[config.mk]
export PLATFORM = sky130hd
export DESIGN_NAME = vector_ram_arbiter
export DESIGN_NICKNAME = d
export VERILOG_FILES = /design/src/rtl/vector_ram_pkg.sv /design/src/rtl/rr_arbiter.sv /design/src/rtl/vector_ram_arbiter.sv
export SDC_FILE = /design/constraint.sdc
export NUM_CORES = 1
export LEC_CHECK = 0
export ABC_CLOCK_PERIOD_IN_PS = 3800
export CORE_AREA = 3 3 279 281
export CTS_CLUSTER_SIZE = 20
export DETAILED_ROUTE_END_ITERATION = 7
export DIE_AREA = 0 0 282 284
export GPL_TIMING_DRIVEN = 0
export SKIP_CTS_REPAIR_TIMING = 1
export SYNTH_ARGS = -nofsm -noshare
export SYNTH_HDL_FRONTEND = slang
export SYNTH_SLANG_ARGS = --single-unit
[constraint.sdc]
create_clock -name clk -period 3.8 [get_ports clk]
set_clock_uncertainty 0.1 [all_clocks]
set_input_delay 0.57 -clock clk [delete_from_list [all_inputs] [get_ports clk]]
set_output_delay 0.57 -clock clk [all_outputs]
set_load 0.01 [all_outputs]
[src/rtl/vector_ram_pkg.sv]
// ============================================================================
// Module      : vector_ram_pkg
// Description : Shared FSM state encoding and tag-width helper for the
//               vector RAM arbiter.
// Revision    : 1.0 - initial release
// ============================================================================
`default_nettype none

package vector_ram_pkg;

  typedef enum logic [0:0] {
    ST_ARB  = 1'b0,
    ST_HOLD = 1'b1
  } arb_state_e;

  // Requester index width; never narrower than one bit.
  function automatic int tag_width(input int n);
    return (n > 1) ? $clog2(n) : 1;
  endfunction

endpackage

`default_nettype wire

[src/rtl/rr_arbiter.sv]
// ============================================================================
// Module      : rr_arbiter
// Description : One-hot round-robin arbiter; the search starts one past the
//               last granted requester and advances only when enabled.
// Revision    : 1.0 - initial release
// ============================================================================
`default_nettype none

module rr_arbiter
  import vector_ram_pkg::*;
#(
  parameter int NUM_REQ = 2,
  localparam int IDX_W  = tag_width(NUM_REQ)
) (
  input  logic               clk,
  input  logic               rst_n,
  input  logic [NUM_REQ-1:0] req,
  input  logic               adv_en,
  output logic [NUM_REQ-1:0] gnt,
  output logic [IDX_W-1:0]   gnt_idx,
  output logic               gnt_any
);

  logic [IDX_W-1:0] ptr_q;
  logic [IDX_W-1:0] ptr_d;
  logic [IDX_W-1:0] scan;

  always_comb begin
    gnt     = '0;
    gnt_idx = '0;
    gnt_any = 1'b0;
    scan    = '0;
    for (int i = 0; i < NUM_REQ; i++) begin
      scan = IDX_W'((int'(ptr_q) + i) % NUM_REQ);
      if (!gnt_any && req[scan]) begin
        gnt_any   = 1'b1;
        gnt[scan] = 1'b1;
        gnt_idx   = scan;
      end
    end
  end

  assign ptr_d = (gnt_idx == IDX_W'(NUM_REQ - 1)) ? '0 : gnt_idx + 1'b1;

  always_ff @(posedge clk or negedge rst_n) begin
    if (!rst_n) begin
      ptr_q <= '0;
    end else if (adv_en && gnt_any) begin
      ptr_q <= ptr_d;
    end
  end

endmodule

`default_nettype wire

[src/rtl/vector_ram_arbiter.sv]
// ============================================================================
// Module      : vector_ram_arbiter
// Description : Shares one vector RAM among NUM_REQ requesters with round-robin
//               grant, stall hold and in-order read response routing.
// Revision    : 1.0 - initial release
// ============================================================================
`default_nettype none

module vector_ram_arbiter
  import vector_ram_pkg::*;
#(
  parameter int NUM_REQ       = 2,
  parameter int PARALLELISM   = 4,
  parameter int DATA_WIDTH    = 32,
  parameter int VECTOR_LENGTH = 32,
  parameter int TAG_DEPTH     = 4,
  localparam int ADDR_WIDTH   = $clog2(VECTOR_LENGTH)
) (
  input  logic                                             clk,
  input  logic                                             rst_n,
  input  logic [NUM_REQ-1:0]                               req_valid,
  output logic [NUM_REQ-1:0]                               req_ready,
  input  logic [NUM_REQ-1:0]                               req_write,
  input  logic [NUM_REQ-1:0][PARALLELISM-1:0][ADDR_WIDTH-1:0] req_addr,
  input  logic [NUM_REQ-1:0][PARALLELISM-1:0][DATA_WIDTH-1:0] req_wdata,
  output logic [NUM_REQ-1:0]                               rsp_valid,
  input  logic [NUM_REQ-1:0]                               rsp_ready,
  output logic [PARALLELISM-1:0][DATA_WIDTH-1:0]           rsp_rdata,
  output logic                                             ram_valid,
  input  logic                                             ram_ready,
  output logic                                             ram_write,
  output logic [PARALLELISM-1:0][ADDR_WIDTH-1:0]           ram_addr,
  output logic [PARALLELISM-1:0][DATA_WIDTH-1:0]           ram_wdata,
  input  logic [PARALLELISM-1:0][DATA_WIDTH-1:0]           ram_rdata,
  input  logic                                             ram_rvalid,
  output logic                                             ram_rready
);

  localparam int TAG_W = tag_width(NUM_REQ);
  localparam int PTR_W = (TAG_DEPTH > 1) ? $clog2(TAG_DEPTH) : 1;
  localparam int CNT_W = $clog2(TAG_DEPTH + 1);

  arb_state_e state_q, state_d;

  logic [NUM_REQ-1:0]                         hold_gnt_q;
  logic                                       hold_write_q;
  logic [PARALLELISM-1:0][ADDR_WIDTH-1:0]     hold_addr_q;
  logic [PARALLELISM-1:0][DATA_WIDTH-1:0]     hold_wdata_q;

  logic [NUM_REQ-1:0]                         arb_req;
  logic [NUM_REQ-1:0]                         gnt;
  logic [TAG_W-1:0]                           gnt_idx;
  logic                                       gnt_any;
  logic                                       live_write;
  logic [PARALLELISM-1:0][ADDR_WIDTH-1:0]     live_addr;
  logic [PARALLELISM-1:0][DATA_WIDTH-1:0]     live_wdata;

  logic [TAG_W-1:0] tag_mem [TAG_DEPTH];
  logic [PTR_W-1:0] wr_ptr_q, rd_ptr_q;
  logic [CNT_W-1:0] count_q;
  logic [TAG_W-1:0] head_tag;
  logic             fifo_full, fifo_empty, push, pop, read_ok;
  logic             err_orphan;

  assign fifo_full  = (count_q == CNT_W'(TAG_DEPTH));
  assign fifo_empty = (count_q == '0);
  assign head_tag   = tag_mem[rd_ptr_q];

  // A read may issue into a full FIFO only when a tag leaves in the same cycle.
  assign read_ok = !fifo_full || pop;

  always_comb begin
    arb_req = '0;
    if (rst_n) begin
      arb_req = (state_q == ST_HOLD) ? hold_gnt_q
                                     : (req_valid & (req_write | {NUM_REQ{read_ok}}));
    end
  end

  rr_arbiter #(
    .NUM_REQ (NUM_REQ)
  ) u_rr_arbiter (
    .clk     (clk),
    .rst_n   (rst_n),
    .req     (arb_req),
    .adv_en  (ram_ready),
    .gnt     (gnt),
    .gnt_idx (gnt_idx),
    .gnt_any (gnt_any)
  );

  always_comb begin
    live_write = 1'b0;
    live_addr  = '0;
    live_wdata = '0;
    for (int i = 0; i < NUM_REQ; i++) begin
      if (gnt[i]) begin
        live_write = live_write | req_write[i];
        live_addr  = live_addr  | req_addr[i];
        live_wdata = live_wdata | req_wdata[i];
      end
    end
  end

  assign ram_valid = gnt_any;
  assign ram_write = (state_q == ST_HOLD) ? hold_write_q : live_write;
  assign ram_addr  = (state_q == ST_HOLD) ? hold_addr_q  : live_addr;
  assign ram_wdata = (state_q == ST_HOLD) ? hold_wdata_q : live_wdata;
  assign req_ready = gnt & {NUM_REQ{ram_ready}};

  assign push = gnt_any && ram_ready && !ram_write;
  assign pop  = ram_rvalid && ram_rready;

  always_comb begin
    rsp_valid  = '0;
    ram_rready = 1'b0;
    for (int i = 0; i < NUM_REQ; i++) begin
      if (!fifo_empty && (head_tag == TAG_W'(i))) begin
        rsp_valid[i] = ram_rvalid;
        ram_rready   = rsp_ready[i];
      end
    end
  end

  assign rsp_rdata = rst_n ? ram_rdata : '0;

  always_comb begin
    state_d = state_q;
    case (state_q)
      ST_ARB:  if (gnt_any && !ram_ready) state_d = ST_HOLD;
      ST_HOLD: if (ram_ready)             state_d = ST_ARB;
      default:                            state_d = ST_ARB;
    endcase
  end

  always_ff @(posedge clk or negedge rst_n) begin
    if (!rst_n) begin
      state_q      <= ST_ARB;
      hold_gnt_q   <= '0;
      hold_write_q <= 1'b0;
      hold_addr_q  <= '0;
      hold_wdata_q <= '0;
    end else begin
      state_q <= state_d;
      if (state_q == ST_ARB && gnt_any && !ram_ready) begin
        hold_gnt_q   <= gnt;
        hold_write_q <= live_write;
        hold_addr_q  <= live_addr;
        hold_wdata_q <= live_wdata;
      end
    end
  end

  always_ff @(posedge clk) begin
    if (push) begin
      tag_mem[wr_ptr_q] <= gnt_idx;
    end
  end

  always_ff @(posedge clk or negedge rst_n) begin
    if (!rst_n) begin
      wr_ptr_q   <= '0;
      rd_ptr_q   <= '0;
      count_q    <= '0;
      err_orphan <= 1'b0;
    end else begin
      if (push) begin
        wr_ptr_q <= (wr_ptr_q == PTR_W'(TAG_DEPTH - 1)) ? '0 : wr_ptr_q + 1'b1;
      end
      if (pop) begin
        rd_ptr_q <= (rd_ptr_q == PTR_W'(TAG_DEPTH - 1)) ? '0 : rd_ptr_q + 1'b1;
      end
      case ({push, pop})
        2'b10:   count_q <= count_q + 1'b1;
        2'b01:   count_q <= count_q - 1'b1;
        default: count_q <= count_q;
      endcase
      if (ram_rvalid && fifo_empty) begin
        err_orphan <= 1'b1;
      end
    end
  end

endmodule

`default_nettype wire

## Yosys cells after proc, flatten, opt, wreduce, memory -nomap -nowiden

Memory sizes are Yosys's and may differ from the RTL's.
Cells that the tools add are included.

| storage, ports and cells | value |
|---|---|
| register bits after elaboration | 160 |
| memory bits (writable) | 4 |
| bits of input ports | 434 |
| output and inout port bits | 283 |
| logic and storage cells | 98 |
| memories | 1 |

Memory list:

| name | words | width | rd ports | clocked after memory_dff | wr ports | RTL line | RTL |
|---|---|---|---|---|---|---|---|
| tag_mem | 4 | 1 | 1 | 0 | 1 | vector_ram_arbiter.sv:58 | `logic [TAG_W-1:0] tag_mem [TAG_DEPTH];` |

| cells by class | value |
|---|---|
| add/sub/neg operators | 6 |
| order comparisons | 4 |
| equality and inequality tests | 5 |
| mux-type cells | 39 |
| bitwise logic cells | 9 |
| reductions and logical operators | 19 |

Operator list:

| operator | number |
|---|---|
| two-way mux 128 bit | 4 |
| bitwise OR 128 bit | 1 |
| two-way mux 20 bit | 3 |
| two-way mux 1 bit | 22 |
| bitwise OR 20 bit | 1 |
| two-way mux 2 bit | 6 |
| logical AND 1 bit | 11 |
| equality test 2 bit (second input constant) | 3 |
| one-hot mux 3 bit (2 select lines) | 1 |
| zero test 1 bit | 5 |
| adder 2 x 1 -> 2 bit (second input constant) | 2 |
| bitwise AND 2 bit | 2 |
| less-than comparator 1 x 2 -> 1 bit (second input constant) | 2 |
| bitwise OR 2 bit | 2 |
| adder 3 x 1 -> 3 bit (second input constant) | 1 |
| equality test 3 bit (second input constant) | 1 |
| zero test 3 bit | 1 |
| subtractor 3 x 1 -> 3 bit (second input constant) | 1 |
| adder 1 bit (second input constant) | 2 |
| demux 1 bit (select 1 bit) | 2 |
| equality test 2 x 1 -> 1 bit (second input constant) | 1 |
| >= comparator 1 bit (second input constant) | 2 |
| inverter 1 bit | 2 |
| one-hot mux 1 bit (2 select lines) | 1 |
| other kinds (3) | 3 |

## Depth between registers and ports, before layout

Gate-level depths: netlist of the first run.

| logic depth | value |
|---|---|
| depth after elaboration | 25 |
| mapped depth | 13 |

## Cells and area by module

From an unflattened synthesis of the first run, not the netlist that was laid out.

| unflattened totals | value |
|---|---|
| cell total of the unflattened synthesis | 1197 |
| area total of the unflattened synthesis | 10289.9 µm² |

Modules (own cells, without submodules):

| module | instances | cells each | area each (µm²) | sequential area each (µm²) |
|---|---|---|---|---|
| vector_ram_arbiter | 1 | 1189 | 10221.1 | 4098.9 |
| rr_arbiter | 1 | 8 | 68.8 | 25.0 |

## Worst setup path after synthesis of the first run

Ideal clock, no wire load.

| path | value |
|---|---|
| path type | register -> register |
| from | reg rd_ptr_q[0] |
| to | reg count_q[2] |
| library setup time | 0.079 ns |
| arrival time | 3.207 ns |
| required time | 3.621 ns |
| setup slack | 0.414 ns |
| cell stages (with the launch flop) | 13 |
| cell sequence | dfrtp_1 mux4_2 or4_1 and3b_1 or2_2 nor3b_1 inv_1 ha_1 inv_1 fa_1 xor2_1 nor2_1 xor2_1 |

| on the way | value |
|---|---|
| cells in the longest elaborated chain, start to end | 25 |

RTL lines:

| item | RTL line | RTL |
|---|---|---|
| start, declared | vector_ram_arbiter.sv:59 | `logic [PTR_W-1:0] wr_ptr_q, rd_ptr_q;` |
| start signal, assigned | vector_ram_arbiter.sv:171 | `rd_ptr_q <= (rd_ptr_q == PTR_W'(TAG_DEPTH - 1)) ? '0 : rd_ptr_q + 1'b1;` |
| memory (4 x 1 bit) * | -- |  |
| inverter 1 bit | vector_ram_arbiter.sv:118 | `if (!fifo_empty && (head_tag == TAG_W'(i))) begin` |
| logical AND 1 bit | vector_ram_arbiter.sv:118 |  |
| two-way mux 1 bit | vector_ram_arbiter.sv:118 |  |
| two-way mux 1 bit * | vector_ram_arbiter.sv:118 |  |
| logical AND 1 bit * | vector_ram_arbiter.sv:112 | `assign pop = ram_rvalid && ram_rready;` |
| logical OR 1 bit | vector_ram_arbiter.sv:70 | `assign read_ok = !fifo_full \|\| pop;` |
| bitwise OR 2 bit | vector_ram_arbiter.sv:76 | `: (req_valid & (req_write \| {NUM_REQ{read_ok}}));` |
| (+9 left out) | -- |  |
| two-way mux 1 bit | vector_ram_arbiter.sv:97 | `if (gnt[i]) begin` |
| bitwise OR 1 bit | vector_ram_arbiter.sv:98 | `live_write = live_write \| req_write[i];` |
| two-way mux 1 bit | vector_ram_arbiter.sv:97 |  |
| two-way mux 1 bit | vector_ram_arbiter.sv:106 | `assign ram_write = (state_q == ST_HOLD) ? hold_write_q : live_write;` |
| zero test 1 bit | vector_ram_arbiter.sv:111 | `assign push = gnt_any && ram_ready && !ram_write;` |
| logical AND 1 bit | vector_ram_arbiter.sv:111 |  |
| equality test 2 x 1 -> 1 bit / equality test 2 bit (equally long branches) | vector_ram_arbiter.sv:173 | `case ({push, pop})` |
| one-hot mux 3 bit (2 select lines) / nonzero test 2 bit (equally long branches) | -- |  |
| end signal, assigned | vector_ram_arbiter.sv:174 | `2'b10: count_q <= count_q + 1'b1;` |
| end signal, assigned | vector_ram_arbiter.sv:175 | `2'b01: count_q <= count_q - 1'b1;` |
| end signal, assigned | vector_ram_arbiter.sv:176 | `default: count_q <= count_q;` |
| end, declared | vector_ram_arbiter.sv:60 | `logic [CNT_W-1:0] count_q;` |

Mark *: on every way between the ends. The rest lies on a longest branch, timed or not. The select of a mux whose other input is x is not followed.
A chain may end at the register's enable or synchronous reset.

==> results of run 1 <==
==> registers in the layout, summed over array words and instances, names as in the netlist <==
register / count
count_q: 3
hold_addr_q: 20
hold_gnt_q: 2
hold_wdata_q: 128
hold_write_q: 1
rd_ptr_q: 2
state_q: 1
tag_mem: 4
u_rr_arbiter.ptr_q: 1
wr_ptr_q: 2
==> synth_stat cells, types with 2 or more instances <==
master,number
xor2_1,2
o21ai_0,123
a22oi_1,61
nor3_1,4
a31oi_1,4
clkbuf_1,74
a22oi_2,87
o21ai_1,174
edfxtp_1,4
mux2_2,7
dfrtp_1,160
and3b_1,2
mux2i_1,4
inv_1,6
buf_2,17
nor2_1,8
nand2_1,303
ha_1,6
buf_4,14
nor2b_1,2
nand2b_1,2
buf_6,11
and2_1,136
==> power groups by stage <==
| stage | logic [uW] | registers [uW] | clock network, uW |
|---|---|---|---|
| 2_1_floorplan | 1880 | 2570 | 0 |
| 3_3_place_gp | 4130 | 2630 | 0 |
| 3_5_place_dp | 4150 | 2640 | 0 |
| 4_1_cts | 4170 | 2610 | 1960 |
| 5_1_grt | 4790 | 2690 | 2010 |
| 6_report | 4420 | 2610 | 1880 |
==> routing by layer <==
metal,vias to the layer above,global-route usage (%),part of all wire [%]
met3,41,4.29,5.8
met1,5964,24.6,48
met4,6,2.91,0.94
li1,5956,-,-
met5,-,0,0.046
met2,413,27.4,45
==> worst max path at each step <==
stage | slack (ns) | to | depth (start not counted)
finish | -0.42 | ram_wdata[126] | 11
detailed placement | -1.65 | ram_addr[14] | 9
global placement | -7.29 | ram_addr[14] | 8
CTS | -1.86 | ram_addr[14] | 9
global route | -0.52 | ram_wdata[99] | 10
floorplan | 0.41 | count_q[2] | 12
==> per-stage QoR <==
step,power (uW),utilization [%]
after floorplan,4450,-
after global placement,6760,24.6
after detailed placement,6790,24.7
after CTS,8740,25.5
after global routing,9500,26.8
final,8910,26.8
==> cells by family (layout without fill, tap and decap cells) <==
logic type | count (synthesis) | after routing
AND/OR/NAND/NOR | 466 | 466
XOR/XNOR | 3 | 3
multiplexers | 12 | 12
buffers and inverters | 122 | 966
adder cells (fa/ha/maj) | 7 | 7
AO/OA/AOI/OAI | 455 | 455
other | 0 | 7
flip-flops | 164 | 164
==> worst max-delay path, stage by stage (launching register included) <==
cell and delay (ns):
dfrtp_1 0.38, buf_6 0.13, or4b_4 0.53, or4_4 0.50
and3b_2 0.25, and3b_2 0.24, buf_12 0.16, buf_16 0.17
buf_12 0.16, a22oi_2 0.24, o21ai_1 0.09, buf_2 0.19
==> area by class of cell <==
| class | count | area (sq um) | area share, % |
|---|---|---|---|
| timing repair buffer | 812 | 7480 | 36.8 |
| inverter | 6 | 22.5 | 0.111 |
| antenna | 7 | 17.5 | 0.0862 |
| clock inverter | 15 | 173 | 0.850 |
| sequential | 164 | 4120 | 20.3 |
| multi-input combinational | 943 | 5940 | 29.2 |
| tap | 978 | 1220 | 6.02 |
| buffer | 116 | 913 | 4.50 |
| clock buffer | 17 | 425 | 2.09 |
==> impl_metrics.py, run 1 <==
metrics = {
    "run_status": {
        "status": "finished, violations left",
        "violations": "negative setup slack",
    },
    "drt": {
        "vias": 12400,
        "ant_nets": 0,
        "initialDrtViolationCount": 492,
        "firstDrtPassIters": 5,
        "drc": 0,
        "finalWirelength_um": 75500,
        "vias_per_cell": 4.05,
        "wl_per_cell_um": 24.7,
    },
    "placement": {
        "dpl.cell_count": 2924,
        "dpl.hpwl_um": 60700,
        "pre_cts_slack_ns": -1.65,
        "io_buffers": 716,
        "place_area_sq_um": 18700,
        "finalWeightedCongestion": 1.08,
    },
    "cts": {
        "clock-sinks": 164,
        "cts_tree": "done",
        "clk_pin_slew_worst_paths_ns": 0.08,
        "cts_max_level": 4,
        "clockBufferDepth": 2,
        "root_buffer": "clkbuf_16",
        "insertion_delay_ns": 0.48,
        "numCtsBuffers": 17,
    },
    "synthesis": {
        "async_flop_share_pct": 97.6,
        "synth_enable_flop_cells": 4,
        "synth-main-ff-cell": "dfrtp_1",
        "syn_nets": 1670,
        "synth_top_family_by_area": "compound AO/OA/AOI/OAI gates",
        "synthAdderAreaFrac_pct": 0.927,
        "yosysTopAreaCellShare_pct": 39.0,
        "synthMuxAreaShare_pct": 1.38,
        "synth_xor_area_share_pct": 0.256,
        "yosysTopAreaCell": "dfrtp_1",
        "synth-compound-area-share_pct": 30.3,
        "syn_area_sq_um": 10300,
        "synth_area_per_cell_sq_um": 8.35,
        "synth-simple-area-share_pct": 21.0,
        "ys_seq_area_share_pct": 40.2,
        "ys_warn_count": 0,
        "synth_area_leaders": "dfrtp_1 (39%), nand2_1 (11%), a22oi_2 (11%)",
        "synth_cell_types": 41,
        "synth-seq-cells": 164,
        "netlist_instances": 1229,
    },
    "pwr": {
        "p_int_uw": 5360,
        "powerDensity_nw_per_um2": 438,
        "p_sw_uw": 3550,
        "peakVddDrop_v": 0.000195,
        "p_seq_share_pct": 29.3,
        "combPwrFrac_pct": 49.6,
        "swShare_pct": 39.8,
        "p_leak_uw": 0.00821,
        "pwr-share-clk_pct": 21.1,
    },
    "cells_and_area": {
        "final_common_cell": "clkdlybuf4s50_1",
        "fin_nets": 2501,
        "stdcell_count": 3058,
        "nFillCells": 8241,
        "layout_common_cells": "clkdlybuf4s50_1 (563), nand2_1 (303), o21ai_1 (196), dfrtp_1 (160), a22oi_2 (147)",
        "drive_above_1_share_pct": 24.3,
        "areaGrowthSynthToFinish_pct": 98.1,
        "stdcell_area_sq_um": 20300,
    },
    "critical_path": {
        "crit_path_end_kind": "output port",
        "r2r-end": "hold_addr_q[0]",
        "crit_start": "state_q",
        "crit_path_start_kind": "register",
        "path_class": "reg2out",
        "worstRegToRegCells": 11,
        "critPathMaxFanout": 9,
        "required_ns": 3.13,
        "rr_startpoint": "state_q",
        "cp_data_arrival_time_ns": 3.55,
        "reg2reg_slack_ns": 0,
    },
    "global_route": {
        "grt_overflow": 0,
        "grt_max_degree": 104,
        "antenna_found_initial": 7,
        "grt_pass1_vias": 12100,
        "grtUsageTotal_pct": 17.5,
        "grt_pass1_wl_um": 97700,
    },
    "floorplan": {
        "core_area_sq_um": 75700,
        "io_pins": 717,
        "die_x_um": 282,
        "rows": 101,
        "initial_utilization_pct": 13.6,
        "die-area_sq_um": 80100,
        "die-height_um": 284,
    },
    "timing": {
        "fin_crit_ns": 4.22,
        "finalSetupTns_ns": -47.99,
        "rsz0062_at_grt": "true",
        "worstMarginPinSlew_ns": 1.07,
        "setup_viol": 149,
        "slew_viol_final": 0,
        "holdWs_ns": 0.0522,
        "setup_slack_ns": -0.417,
        "hold_viol_final": 0,
        "max_freq_mhz": 237,
        "fin_crit_sh_pct": 111,
        "maxSlewHeadroom_pct": 28.8,
    },
    "run": {
        "drv_cap": 0,
    },
    "worst_hold_path": {
        "hp-class": "in2async",
    },
}
No activity file was read; power rests on OpenSTA's default activity.
==> inputs of run 2 (changes only) <==
Settings changed: PLACE_DENSITY set to 0.34.
==> impl_metrics.py, run 2 (synthesis results as in run 1) <==
metrics = {
    "timing": {
        "rsz0062_at_grt": "true",
        "max_freq_mhz": 241,
        "setup_slack_ns": -0.355,
        "setup_viol": 151,
        "worstMarginPinSlew_ns": 1.09,
        "hold_viol_final": 0,
        "fin_crit_sh_pct": 109,
        "maxSlewHeadroom_pct": 27.0,
        "fin_crit_ns": 4.16,
        "slew_viol_final": 0,
    },
    "cells_and_area": {
        "stdcell_count": 3013,
        "nFillCells": 8189,
        "drive_above_1_share_pct": 20.9,
        "reg_top3": "hold_wdata_q: 128 flops, hold_addr_q: 20 flops, tag_mem: 4 flops",
        "final_util_pct": 26.3,
        "largest_reg_flops": 128,
        "seqCellArea_sq_um": 4130,
        "stdcell_area_sq_um": 19900,
        "multiInputGateArea_sq_um": 5890,
        "layout_common_cells": "clkdlybuf4s50_1 (566), nand2_1 (303), o21ai_1 (188), dfrtp_1 (159), a22oi_2 (144)",
        "final_common_cell": "clkdlybuf4s50_1",
        "regMostFlops": "hold_wdata_q",
        "fin_nets": 2455,
        "areaGrowthSynthToFinish_pct": 94.2,
    },
    "global_route": {
        "grt_max_degree": 90,
        "grt_pass1_wl_um": 95100,
        "antenna_found_initial": 12,
        "grt_overflow": 0,
        "grtUsageTotal_pct": 16.6,
        "grt_pass1_vias": 12700,
    },
    "pwr": {
        "swShare_pct": 40.0,
        "p_int_uw": 5140,
        "pwr-share-clk_pct": 19.5,
        "p_leak_uw": 0.00813,
        "peakVddDrop_v": 0.000259,
        "p_seq_share_pct": 30.5,
        "power.total_uw": 8560,
        "powerDensity_nw_per_um2": 429,
        "p_sw_uw": 3420,
        "combPwrFrac_pct": 50.0,
    },
    "floorplan": {
        "die_x_um": 282,
        "core_area_sq_um": 75700,
        "rows": 101,
        "die-height_um": 284,
        "io_pins": 717,
        "die-area_sq_um": 80100,
        "initial_utilization_pct": 13.6,
    },
    "critical_path": {
        "required_ns": 3.13,
        "cp_slowest_cell": "or4b_4",
        "rr_startpoint": "state_q",
        "crit_path_end_kind": "output port",
        "cp_cell_sequence": "buf_6, or4b_4, or4_4, and3b_2, and3b_4, buf_12, clkbuf_16, buf_16, a22oi_2, o21ai_1, buf_4",
        "critPathMaxFanout": 9,
        "slowest_delay_ns": 0.54,
        "path_class": "reg2out",
        "cp_num_buf_inv": 5,
        "cp_data_arrival_time_ns": 3.49,
        "crit_start": "state_q",
        "cp_top_family": "simple AND/OR/NAND/NOR gates",
        "crit_path_start_kind": "register",
    },
    "drt": {
        "initialDrtViolationCount": 478,
        "ant_nets": 0,
        "drc": 0,
        "vias_per_cell": 4.05,
        "wl_per_cell_um": 23.0,
        "vias": 12200,
        "firstDrtPassIters": 4,
        "finalWirelength_um": 69400,
    },
    "run": {
        "drv_cap": 0,
    },
    "placement": {
        "dpl.cell_count": 2924,
        "place_area_sq_um": 18700,
        "dpl.hpwl_um": 55900,
        "io_buffers": 716,
        "pre_cts_slack_ns": -1.59,
        "finalWeightedCongestion": 0.819,
    },
    "cts": {
        "numCtsBuffers": 17,
        "clockBufferDepth": 2,
        "root_buffer": "clkbuf_16",
        "cts_max_level": 4,
        "clk_pin_slew_worst_paths_ns": 0.07,
        "insertion_delay_ns": 0.47,
        "clock-sinks": 164,
        "cts_tree": "done",
    },
    "run_status": {
        "status": "finished, violations left",
        "violations": "negative setup slack",
    },
    "worst_hold_path": {
        "hp-class": "in2async",
    },
}
-- run 2: cell types whose count changed in the layout (fill, tap and decap cells not counted), sizes merged, moves of 2 or more --
cell           before  now
clkdlybuf4s50     563  566
clkinv              5    3
clkbuf            143  164
buf               218  136
dlymetal6s2s       17   33
clkinvlp            1    4
bufinv              2    0
-- run 2: layer usage --
metal	vias to the layer above	part of all wire [%]	wire length, um	global-route usage (%)
met5	-	0.079	55	0
met4	8	2.1	1470	5.05
met3	51	7.6	5310	5.50
met2	396	50	34600	28.9
met1	5881	40	28000	19.1
li1	5872	-	-	-
-- run 2: path summary, 6_finish.rpt --
kind / depth (start not counted) / slack, ns / end
max: 11 / -0.36 / ram_wdata[96]
min: 2 / 0.02 / hold_wdata_q[69]
max reg2reg: 13 / 0.15 / count_q[2]
min reg2reg: 2 / 0.38 / hold_addr_q[15]
max in group asynchronous: 4 / 1.84 / hold_addr_q[1]
min in group clk: 2 / 0.38 / hold_addr_q[15]
-- run 2: per-stage QoR --
step	TNS [ns]	hold WS (ns)
after CTS	-234.76	0.000133
after detailed placement	-187.08	0.370
after global placement	-3865.42	0.363
after floorplan	0	0.174
after global routing	-57.52	0.0217
final	-38.56	0.0219
-- run 2: cell type report --
class	count	share of cell area (%)
Timing Repair Buffer	767	36.6
Multi-Input combinational cell	943	29.6
Sequential cell	164	20.7
Tap cell	978	6.14
Buffer	115	4.11
Clock buffer	19	2.17
Clock inverter	13	0.490
Inverter	6	0.113
Antenna cell	8	0.100
-- run 2: worst reg2reg max path: cells and delay by family, from the launching register on --
family / cells / cell delay (ns)
DFF: 1 / 0.37
and+or+nand+nor: 6 / 1.95
adders and majority gates: 2 / 0.55
xor gates and xnor gates: 2 / 0.31
buffers and inverters: 3 / 0.30
-- run 2: power by group through the flow --
stage / Sequential, uW / Clock (uW) / Combinational [uW]
after floorplan: 2570 / 0 / 1880
final: 2610 / 1670 / 4280
after detailed placement: 2640 / 0 / 4200
after global placement: 2630 / 0 / 4180
after CTS: 2610 / 1770 / 4220
after global routing: 2690 / 1830 / 4700
==> inputs of run 3 (changes only) <==
Settings changed: PLACE_DENSITY 0.34 to unset, PLACE_DENSITY_LB_ADDON set to 0.12, SLEW_MARGIN set to 20.
==> impl_metrics.py, run 3 (synthesis results as in run 1) <==
metrics = {
    "critical_path": {
        "path_class": "reg2out",
        "rr_startpoint": "state_q",
        "worstRegToRegCells": 14,
        "required_ns": 3.13,
        "critPathMaxFanout": 9,
        "crit_path_end_kind": "output port",
        "reg2reg_slack_ns": 0.19,
        "crit_path_start_kind": "register",
        "cp_data_arrival_time_ns": 3.56,
        "r2r-end": "count_q[2]",
    },
    "cts": {
        "cts_tree": "done",
        "clockBufferDepth": 2,
        "root_buffer": "clkbuf_16",
        "insertion_delay_ns": 0.48,
        "clock-sinks": 164,
        "clk_pin_slew_worst_paths_ns": 0.08,
        "numCtsBuffers": 17,
        "cts_max_level": 4,
    },
    "global_route": {
        "grt_overflow": 0,
        "grtUsageTotal_pct": 16.1,
        "antenna_found_initial": 1,
        "grt_pass1_wl_um": 92300,
        "grt_max_degree": 60,
        "grt_pass1_vias": 12500,
    },
    "run_status": {
        "violations": "negative setup slack",
        "status": "finished, violations left",
    },
    "cells_and_area": {
        "final_common_cell": "clkdlybuf4s50_1",
        "areaGrowthSynthToFinish_pct": 99.3,
        "final_util_pct": 27.0,
        "drive_above_1_share_pct": 25.2,
        "reg_top3": "hold_wdata_q: 128 flops, hold_addr_q: 20 flops, tag_mem: 4 flops",
        "regMostFlops": "hold_wdata_q",
        "layout_common_cells": "clkdlybuf4s50_1 (564), nand2_1 (303), o21ai_1 (199), dfrtp_1 (160), a22oi_2 (148)",
        "largest_reg_flops": 128,
        "fin_nets": 2514,
    },
    "worst_hold_path": {
        "hp-class": "in2async",
    },
    "pwr": {
        "combPwrFrac_pct": 49.9,
        "pwr-share-clk_pct": 20.8,
        "p_seq_share_pct": 29.3,
        "p_sw_uw": 3490,
        "p_int_uw": 5420,
        "peakVddDrop_v": 0.000313,
        "p_leak_uw": 0.00821,
        "powerDensity_nw_per_um2": 436,
        "swShare_pct": 39.2,
    },
    "drt": {
        "finalWirelength_um": 68300,
        "vias_per_cell": 4.02,
        "ant_nets": 0,
        "drc": 0,
        "firstDrtPassIters": 5,
        "vias": 12300,
        "wl_per_cell_um": 22.3,
        "initialDrtViolationCount": 494,
    },
    "floorplan": {
        "rows": 101,
        "die-area_sq_um": 80100,
        "die_x_um": 282,
        "io_pins": 717,
        "core_area_sq_um": 75700,
        "initial_utilization_pct": 13.6,
        "die-height_um": 284,
    },
    "timing": {
        "max_freq_mhz": 236,
        "rsz0062_at_grt": "true",
        "setup_viol": 149,
        "slew_viol_final": 0,
        "worstMarginPinSlew_ns": 0.849,
        "setup_slack_ns": -0.429,
        "hold_viol_final": 0,
        "fin_crit_sh_pct": 111,
        "fin_crit_ns": 4.23,
        "maxSlewHeadroom_pct": 43.4,
    },
    "placement": {
        "io_buffers": 716,
        "dpl.hpwl_um": 54300,
        "finalWeightedCongestion": 0.977,
        "pre_cts_slack_ns": -1.61,
    },
    "run": {
        "drv_cap": 0,
    },
}
==> run 3: cell types whose count changed in the layout (fill, tap and decap cells not counted), sizes merged <==
cell and delta:
dlygate4sd3 -1, dlymetal6s2s -22, clkdlybuf4s50 -2, clkbuf -28, clkinv -3, bufinv +2
diode -7, buf +113
==> run 3: routing by layer <==
metal | global-route usage (%) | share of wire [%] | up-vias
li1 | - | - | 5974
met1 | 18.5 | 40 | 5908
met2 | 28.6 | 51 | 403
met3 | 4.96 | 6.8 | 39
met4 | 4.56 | 2.0 | 0
met5 | 0 | 0 | -
==> run 3: worst max-delay path, cell delays in order, from the launching register on <==
cell     delay [ns]
dfrtp_1        0.37
buf_6          0.14
or4b_4         0.52
or4_4          0.53
and3b_2        0.24
and3b_2        0.24
buf_12         0.16
buf_12         0.15
buf_16         0.15
a22oi_2        0.25
o21ai_2        0.14
buf_6          0.18
==> run 3: worst max-delay path by stage <==
stage / cells after the start / slack [ns] / endpoint / start
3_5_place_dp: 9 / -1.61 / ram_addr[0] / rst_n
4_1_cts: 9 / -1.97 / ram_addr[0] / rd_ptr_q[0]
2_1_floorplan: 12 / 0.41 / count_q[2] / rd_ptr_q[0]
6_report: 11 / -0.43 / ram_wdata[96] / state_q
3_3_place_gp: 8 / -7.69 / ram_addr[0] / rst_n
5_1_grt: 10 / -0.60 / ram_wdata[96] / rd_ptr_q[0]
==> run 3: power by group through the flow <==
| stage | registers, uW | clock network (uW) | logic, uW |
|---|---|---|---|
| detailed placement | 2640 | 0 | 4190 |
| floorplan | 2570 | 0 | 1880 |
| global placement | 2630 | 0 | 4160 |
| global route | 2690 | 2000 | 4880 |
| CTS | 2610 | 1950 | 4200 |
| finish | 2610 | 1850 | 4440 |
==> run 3: layout make-up <==
type	count	area (sq um)
antenna	1	2.50
buffer	116	853
clock buffer	20	447
clock inverter	12	143
fill	8127	55300
inverter	6	22.5
multi-input combinational	943	5940
sequential	164	4120
tap	978	1220
timing repair buffer	825	7690
==> run 3: per-stage QoR <==
| step | area [sq um] | TNS [ns] | hold WS, ns | power (uW) | cells |
|---|---|---|---|---|---|
| 2_1_floorplan | 10300 | 0 | 0.174 | 4450 | 1229 |
| 3_3_place_gp | 18600 | -3816.42 | 0.363 | 6790 | 2923 |
| 3_5_place_dp | 18700 | -202.79 | 0.371 | 6830 | 2925 |
| 4_1_cts | 19300 | -251.00 | -0.114 | 8770 | 2957 |
| 5_1_grt | 20400 | -70.62 | 0.0113 | 9570 | 3064 |
| 6_report | 20400 | -46.88 | 0.0253 | 8910 | 3065 |
